--- src/rtl/mips_cpu_pkg.sv ---
// Shared MIPS encodings for the ALU and the CPU.
// Contents: opcode (instr[31:26]) and R-type funct (instr[5:0]) enums,
// plus register-file geometry.
package mips_cpu_pkg;

  localparam int unsigned NumRegs  = 32;
  localparam int unsigned RegAddrW = 5;
  localparam int unsigned DataW    = 32;

  typedef enum logic [5:0] {
    OpRtype  = 6'b000000,
    OpRegimm = 6'b000001,
    OpJ      = 6'b000010,
    OpJal    = 6'b000011,
    OpBeq    = 6'b000100,
    OpBne    = 6'b000101,
    OpBlez   = 6'b000110,
    OpBgtz   = 6'b000111,
    OpAddi   = 6'b001000,
    OpAddiu  = 6'b001001,
    OpSlti   = 6'b001010,
    OpSltiu  = 6'b001011,
    OpAndi   = 6'b001100,
    OpOri    = 6'b001101,
    OpXori   = 6'b001110,
    OpLui    = 6'b001111
  } opcode_e;

  typedef enum logic [5:0] {
    FnSll   = 6'b000000,
    FnSrl   = 6'b000010,
    FnSra   = 6'b000011,
    FnSllv  = 6'b000100,
    FnSrlv  = 6'b000110,
    FnSrav  = 6'b000111,
    FnJr    = 6'b001000,
    FnJalr  = 6'b001001,
    FnMfhi  = 6'b010000,
    FnMthi  = 6'b010001,
    FnMflo  = 6'b010010,
    FnMtlo  = 6'b010011,
    FnMult  = 6'b011000,
    FnMultu = 6'b011001,
    FnDiv   = 6'b011010,
    FnDivu  = 6'b011011,
    FnAdd   = 6'b100000,
    FnAddu  = 6'b100001,
    FnSub   = 6'b100010,
    FnSubu  = 6'b100011,
    FnAnd   = 6'b100100,
    FnOr    = 6'b100101,
    FnXor   = 6'b100110,
    FnNor   = 6'b100111,
    FnSlt   = 6'b101010,
    FnSltu  = 6'b101011
  } funct_e;

endpackage

--- src/rtl/mips_cpu_alu_regs_if.sv ---
// Bundle of the instruction fields, register ports and ALU results of
// mips_cpu_alu_regs.
// master: drives instruction fields, read/write indices, carry_in, write port.
// slave : drives register read data, ALU result and flags, register_v0.
interface mips_cpu_alu_regs_if;

  logic [5:0]  funct;
  logic [5:0]  opcode;
  logic [4:0]  shamt;
  logic [15:0] imm;
  logic [4:0]  rs_index;
  logic [4:0]  rt_index;
  logic [31:0] rs_data;
  logic [31:0] rt_data;
  logic        carry_in;
  logic [4:0]  write_index;
  logic        write_enable;
  logic [31:0] write_data;
  logic [31:0] alu_out;
  logic        branch;
  logic        carry_out;
  logic        zero;
  logic        link;
  logic [31:0] register_v0;

  modport master (
    output funct, opcode, shamt, imm, rs_index, rt_index, carry_in,
           write_index, write_enable, write_data,
    input  rs_data, rt_data, alu_out, branch, carry_out, zero, link, register_v0
  );

  modport slave (
    input  funct, opcode, shamt, imm, rs_index, rt_index, carry_in,
           write_index, write_enable, write_data,
    output rs_data, rt_data, alu_out, branch, carry_out, zero, link, register_v0
  );

endinterface

--- src/rtl/mips_cpu_regs.sv ---
// 32 x 32-bit MIPS register file.
// Ports: clk, reset (sync, active-high, clears all registers),
//   rs_index/rt_index -> rs_data/rt_data (asynchronous reads),
//   write_index/write_enable/write_data (write on rising edge),
//   register_v0 (live copy of register 2).
// Register 0 reads as zero; reads never bypass a same-cycle write.
module mips_cpu_regs
  import mips_cpu_pkg::*;
(
  input  logic                clk,
  input  logic                reset,
  input  logic [RegAddrW-1:0] rs_index,
  input  logic [RegAddrW-1:0] rt_index,
  output logic [DataW-1:0]    rs_data,
  output logic [DataW-1:0]    rt_data,
  input  logic [RegAddrW-1:0] write_index,
  input  logic                write_enable,
  input  logic [DataW-1:0]    write_data,
  output logic [DataW-1:0]    register_v0
);

  logic [DataW-1:0] regs_q [NumRegs];
  logic [DataW-1:0] regs_d [NumRegs];

  always_comb begin
    regs_d = regs_q;
    if (write_enable && (write_index != '0)) begin
      regs_d[write_index] = write_data;
    end
    // Keep r0 at zero so it never holds anything but a constant.
    regs_d[0] = '0;
  end

  // Reset wins over a simultaneous write.
  always_ff @(posedge clk) begin
    if (reset) begin
      for (int i = 0; i < NumRegs; i++) begin
        regs_q[i] <= '0;
      end
    end else begin
      regs_q <= regs_d;
    end
  end

  // r0 is forced to zero on read as well, covering the pre-reset state.
  assign rs_data     = (rs_index == '0) ? '0 : regs_q[rs_index];
  assign rt_data     = (rt_index == '0) ? '0 : regs_q[rt_index];
  assign register_v0 = regs_q[2];

endmodule

--- src/rtl/mips_cpu_alu_regs.sv ---
// MIPS register file plus combinational ALU / branch / link decode.
// Ports: clk, reset (sync, active-high, clears the register file only),
//   bus (slave): instruction fields, register read/write ports, carry_in,
//   alu_out, branch, carry_out, zero, link, register_v0.
// The ALU operands A and B are the rs and rt register read data.
module mips_cpu_alu_regs
  import mips_cpu_pkg::*;
(
  input  logic          clk,
  input  logic          reset,
  mips_cpu_alu_regs_if.slave bus
);

  logic [31:0] a, b, se, ze;
  logic [32:0] sum_ab, sum_ai;
  logic        lt_s_ab, lt_u_ab, lt_s_ai, lt_u_ai;
  logic [31:0] alu_out;
  logic        carry_out, branch, link;
  opcode_e     op;
  funct_e      fn;

  mips_cpu_regs u_regs (
    .clk          (clk),
    .reset        (reset),
    .rs_index     (bus.rs_index),
    .rt_index     (bus.rt_index),
    .rs_data      (a),
    .rt_data      (b),
    .write_index  (bus.write_index),
    .write_enable (bus.write_enable),
    .write_data   (bus.write_data),
    .register_v0  (bus.register_v0)
  );

  assign bus.rs_data = a;
  assign bus.rt_data = b;

  assign op = opcode_e'(bus.opcode);
  assign fn = funct_e'(bus.funct);
  assign se = {{16{bus.imm[15]}}, bus.imm};
  assign ze = {16'h0000, bus.imm};

  assign sum_ab  = {1'b0, a} + {1'b0, b};
  assign sum_ai  = {1'b0, a} + {1'b0, se};
  assign lt_s_ab = $signed(a) < $signed(b);
  assign lt_u_ab = a < b;
  assign lt_s_ai = $signed(a) < $signed(se);
  assign lt_u_ai = a < se;

  always_comb begin
    alu_out   = '0;
    carry_out = bus.carry_in;
    branch    = 1'b0;
    link      = 1'b0;
    case (op)
      OpRtype: begin
        case (fn)
          FnSll:  alu_out = b << bus.shamt;
          FnSrl:  alu_out = b >> bus.shamt;
          FnSra:  alu_out = 32'($signed(b) >>> bus.shamt);
          FnSllv: alu_out = b << a[4:0];
          FnSrlv: alu_out = b >> a[4:0];
          FnSrav: alu_out = 32'($signed(b) >>> a[4:0]);
          FnAdd, FnAddu: begin
            alu_out   = sum_ab[31:0];
            carry_out = sum_ab[32];
          end
          FnSub, FnSubu: begin
            alu_out   = a - b;
            carry_out = lt_u_ab;  // borrow
          end
          FnAnd:  alu_out = a & b;
          FnOr:   alu_out = a | b;
          FnXor:  alu_out = a ^ b;
          FnNor:  alu_out = ~(a | b);
          FnSlt:  alu_out = {31'd0, lt_s_ab};
          FnSltu: alu_out = {31'd0, lt_u_ab};
          FnJalr: link = 1'b1;
          default: alu_out = '0;
        endcase
      end
      OpAddiu: begin
        alu_out   = sum_ai[31:0];
        carry_out = sum_ai[32];
      end
      OpSlti:   alu_out = {31'd0, lt_s_ai};
      OpSltiu:  alu_out = {31'd0, lt_u_ai};
      OpAndi:   alu_out = a & ze;
      OpOri:    alu_out = a | ze;
      OpXori:   alu_out = a ^ ze;
      OpLui:    alu_out = {bus.imm, 16'h0000};
      OpBeq:    branch = (a == b);
      OpBne:    branch = (a != b);
      OpBlez:   branch = a[31] | (a == '0);
      OpBgtz:   branch = ~a[31] & (a != '0);
      OpRegimm: branch = a[31];
      OpJal:    link = 1'b1;
      default:  alu_out = '0;
    endcase
  end

  assign bus.alu_out   = alu_out;
  assign bus.carry_out = carry_out;
  assign bus.branch    = branch;
  assign bus.link      = link;
  assign bus.zero      = (alu_out == '0);

endmodule

--- src/flat_wrapper.sv ---
// flat-port wrapper written by rule: the top's interface ports become plain ports
module mips_cpu_alu_regs_flat import mips_cpu_pkg::*;
  (clk, reset, bus_funct, bus_opcode, bus_shamt, bus_imm, bus_rs_index, bus_rt_index, bus_carry_in, bus_write_index, bus_write_enable, bus_write_data, bus_rs_data, bus_rt_data, bus_alu_out, bus_branch, bus_carry_out, bus_zero, bus_link, bus_register_v0);
  mips_cpu_alu_regs_if bus_i ();
  input  logic clk;
  input  logic reset;
  input wire logic [$bits(bus_i.funct)-1:0] bus_funct;
  input wire logic [$bits(bus_i.opcode)-1:0] bus_opcode;
  input wire logic [$bits(bus_i.shamt)-1:0] bus_shamt;
  input wire logic [$bits(bus_i.imm)-1:0] bus_imm;
  input wire logic [$bits(bus_i.rs_index)-1:0] bus_rs_index;
  input wire logic [$bits(bus_i.rt_index)-1:0] bus_rt_index;
  input wire logic [$bits(bus_i.carry_in)-1:0] bus_carry_in;
  input wire logic [$bits(bus_i.write_index)-1:0] bus_write_index;
  input wire logic [$bits(bus_i.write_enable)-1:0] bus_write_enable;
  input wire logic [$bits(bus_i.write_data)-1:0] bus_write_data;
  output wire logic [$bits(bus_i.rs_data)-1:0] bus_rs_data;
  output wire logic [$bits(bus_i.rt_data)-1:0] bus_rt_data;
  output wire logic [$bits(bus_i.alu_out)-1:0] bus_alu_out;
  output wire logic [$bits(bus_i.branch)-1:0] bus_branch;
  output wire logic [$bits(bus_i.carry_out)-1:0] bus_carry_out;
  output wire logic [$bits(bus_i.zero)-1:0] bus_zero;
  output wire logic [$bits(bus_i.link)-1:0] bus_link;
  output wire logic [$bits(bus_i.register_v0)-1:0] bus_register_v0;
  assign bus_i.funct = bus_funct;
  assign bus_i.opcode = bus_opcode;
  assign bus_i.shamt = bus_shamt;
  assign bus_i.imm = bus_imm;
  assign bus_i.rs_index = bus_rs_index;
  assign bus_i.rt_index = bus_rt_index;
  assign bus_i.carry_in = bus_carry_in;
  assign bus_i.write_index = bus_write_index;
  assign bus_i.write_enable = bus_write_enable;
  assign bus_i.write_data = bus_write_data;
  assign bus_rs_data = bus_i.rs_data;
  assign bus_rt_data = bus_i.rt_data;
  assign bus_alu_out = bus_i.alu_out;
  assign bus_branch = bus_i.branch;
  assign bus_carry_out = bus_i.carry_out;
  assign bus_zero = bus_i.zero;
  assign bus_link = bus_i.link;
  assign bus_register_v0 = bus_i.register_v0;
  mips_cpu_alu_regs u_core (.clk(clk), .reset(reset), .bus(bus_i));
endmodule
--- config.mk ---
export PLATFORM = sky130hd
export DESIGN_NAME = mips_cpu_alu_regs_flat
export DESIGN_NICKNAME = d
export VERILOG_FILES = /design/src/rtl/mips_cpu_pkg.sv /design/src/rtl/mips_cpu_alu_regs_if.sv /design/src/rtl/mips_cpu_regs.sv /design/src/rtl/mips_cpu_alu_regs.sv /design/src/flat_wrapper.sv
export SDC_FILE = /design/constraint.sdc
export NUM_CORES = 2
export LEC_CHECK = 0
export BUFFER_PORTS_ARGS = -buffer_cell sky130_fd_sc_hd__buf_2
export CAP_MARGIN = 20
export CORE_UTILIZATION = 29
export CTS_CLUSTER_DIAMETER = 50
export DETAILED_ROUTE_END_ITERATION = 12
export MAX_ROUTING_LAYER = met4
export PLACE_DENSITY = 0.41
export SETUP_SLACK_MARGIN = 0.5
export SLEW_MARGIN = 20
export SYNTH_ARGS = -nofsm -noshare
export SYNTH_HDL_FRONTEND = slang
export SYNTH_HIERARCHICAL = 1
export SYNTH_SLANG_ARGS = --single-unit
--- constraint.sdc ---
create_clock -name clk -period 10.1 [get_ports clk]
set_clock_uncertainty 0.1 [all_clocks]
set_input_delay 0.505 -clock clk [delete_from_list [all_inputs] [get_ports clk]]
set_output_delay 0.505 -clock clk [all_outputs]
set_load 0.05 [all_outputs]
==> results.toml <==
[synth]
synth_area_leaders = "dfxtp_1 30%, nand2_1 13%, mux4_2 11%, a21oi_1 8.9%, mux2i_1 5.5%"
synth_edf_count = 0
ys_seq_area_share_pct = 29.72
synth_nets = 8731
synthArstFlopShare_pct = 0
synth_top_cell_by_area = "dfxtp_1"
yosysUniqueCellTypes = 108
yosysWarnings = 6
synth_area_um2 = 66820
synth_cells = 8460
syn_area_per_cell_um2 = 7.898
ys_ff_latch = 992
synth_top_area_share_pct = 29.72
synth-main-ff-cell = "dfxtp_1"

[global_route]
grt.overflow.total = 0
antenna_found_initial = 25
grt_max_degree = 206
grt_pass1_wl_um = 534000
gr-usage-all-layers_pct = 33.32
grt_pass1_vias = 63640

[job]
max_cap_viol_count = 0

[power_and_ir_drop]
power.density_nw_per_um2 = 151.5
ir_drop_v = 0.0001208
p_leak_nw = 26.53

[die]
row_count = 175
io_pins = 216
chipWidth_um = 482.0
start_util_pct = 29.29
dieArea_um2 = 232300
core_um2 = 228200
fp.dieH_um = 482.0

[critical_path]
worst-path-buf-inv = 6
slowest_stage = "a2111oi_1"
arrival_ns = 8.94
worstSetupEndpointType = "primary output"
slowest_delay_ns = 0.95
worstPathRequired_ns = 9.50
crit_family = "simple AND/OR/NAND/NOR gates"
worstSetupStartpointType = "primary input"
path_class = "in -> out"
crit_chain = "clkbuf_8 -> buf_4 -> and3_2 -> buf_4 -> a22oi_1 -> nand4_1 -> buf_4 -> inv_1 -> ha_1 -> or4_1 -> a2111oi_1 -> a2111oi_0 -> o31ai_1 -> o211ai_1 -> a2111oi_2 -> a21oi_1 -> or4_1 -> or4_1 -> nor4_1 -> and4_1 -> and4bb_1 -> buf_2"
path_max_fanout = 31

[detailed_routing]
first_pass_iters = 8
drt_iter0_markers = 9161
ant_nets = 0
viasPerCell = 6.068
drt_wl_total_um = 388600
drc_errors = 0
num_vias = 69450
wire_per_inst_um = 33.96

[clock_network]
cts_root_buf = "clkbuf_16"
cts_max_level = 4
numCtsBuffers = 136
insertion_delay_ns = 0.77
cts_tree = "yes"
clock-sinks = 992
cts.clk_slew.worst_paths_ns = 0.06
cts_buffer_depth = 3

[cells_and_area]
syn_to_final_growth_pct = 13.78
final_cell_mix = "2237 x nand2_1, 1193 x a21oi_1, 992 x dfxtp_1"
layout.nets = 8579
final_common_cell = "nand2_1"
final_cells = 11450
drive_above_1_share_pct = 16.40
regArea_um2 = 19860
multiInputGateArea_um2 = 43260
fillCellCount = 23930

[placement]
place_congestion = 1.052
port_buffers = 215
dpl.cell_count = 11180
hpwlAfterDp_um = 270900

[outcome]
status = "completed"

[timing]
worstMarginPinSlew_ns = 1.309
setup-violations-final = 0
fin_crit_ns = 9.542
final.setup.tns_ns = 0
final_hold_viol_count = 0
relSlewSlack_pct = 12.48
fmax_mhz = 104.8
rsz0062_at_grt = "false"
report.final.slew_viol_count = 0
fin_crit_sh_pct = 94.48

[hold_path]
min_path_type = "in -> reg"
[flip-flops by register name, indices dropped and copies added, names as in the netlist]
register and count:
u_core/u_regs/regs_q 960, u_core/u_regs/register_v0 32
[cell type report]
| class | count | area share (%) |
|---|---|---|
| Clock buffer | 177 | 5.026 |
| Inverter | 141 | 0.6961 |
| Timing Repair Buffer | 526 | 4.909 |
| Tap cell | 3009 | 4.952 |
| Multi-Input combinational cell | 6511 | 56.90 |
| Antenna cell | 21 | 0.06912 |
| Clock inverter | 68 | 1.325 |
| Sequential cell | 992 | 26.12 |
[per-stage QoR]
step	area (um2)	power, mW	hold slack (ns)	setup slack, ns	util, %
after global placement	70990	6.324	0.3513	-0.1922	31.11
after global routing	76020	11.82	0.1499	0.5793	33.32
after floorplan	66820	5.341	0.3429	1.678	-
after CTS	75930	11.50	0.1425	0.5547	33.28
final	76030	11.52	0.1107	0.5578	33.32
after detailed placement	71070	6.316	0.3581	0.2808	31.15
[final timing paths]
kind	from	end	slack, ns	cells after the start
hold / removal	reset	u_core/u_regs/regs_q[270]	0.11	2
hold reg to reg	u_core/u_regs/regs_q[49]	u_core/u_regs/regs_q[49]	0.37	2
setup reg to reg	u_core/u_regs/register_v0[28]	u_core/u_regs/register_v0[28]	9.06	2
setup / recovery	bus_rs_index[0]	bus_zero	0.56	22
[report_power, final]
part           internal (mW)  switching (mW)  leakage [nW]  total [mW]
clock                   3.14            2.06          2.32        5.20
sequential              3.94          0.0265          8.00        3.97
combinational          0.624            1.72          16.2        2.35
total                   7.71            3.81          26.5        11.5
[per-layer routing]
| layer | GRT usage [%] | wire, um | part of all wire [%] |
|---|---|---|---|
| met4 | 13.22 | 17680 | 4.5 |
| met5 | - | 0 | 0 |
| met2 | 48.77 | 167900 | 43 |
| met3 | 7.088 | 36250 | 9.3 |
| met1 | 44.41 | 166800 | 43 |
[cell usage after synthesis (25+ instances only)]
master and instances:
nand2_1 2267, xnor2_1 41, buf_1 56, a211oi_1 111, a21oi_1 1193, buf_4 90
nand2b_1 85, o211ai_1 50, a22oi_1 242, dfxtp_1 992, a2111oi_0 45, nor3_1 88
and2_1 25, inv_1 138, nand4_1 46, mux2i_1 364, buf_2 164, o21ai_0 120
o22ai_1 148, nor2_1 340, a21o_1 27, nand3_1 118, clkbuf_1 484, mux4_2 337
mux2_2 104, nor4_1 31, o31ai_1 30, ha_1 184, a221oi_1 54, or3_1 41
[cells by family (layout without fill, tap and decap cells)]
family,after synthesis,in the layout,share of synthesized area (%)
mux,806,806,18.59
buf+inv,958,912,6.442
simple gates,3183,3184,20.04
other cells,0,21,0
compound gates,2285,2285,21.03
xor+xnor,49,49,0.6423
flops,992,992,29.72
fa+ha+maj,187,187,3.535
[repair_timing]
item	in CTS	in global routing
cloned	0	1
resized for setup	0	3
pin swaps	0	0
hold buffers	0	0
endpoints found under the setup margin	1	1
setup buffers	2	0
No activity file was read; power rests on OpenSTA's default activity.
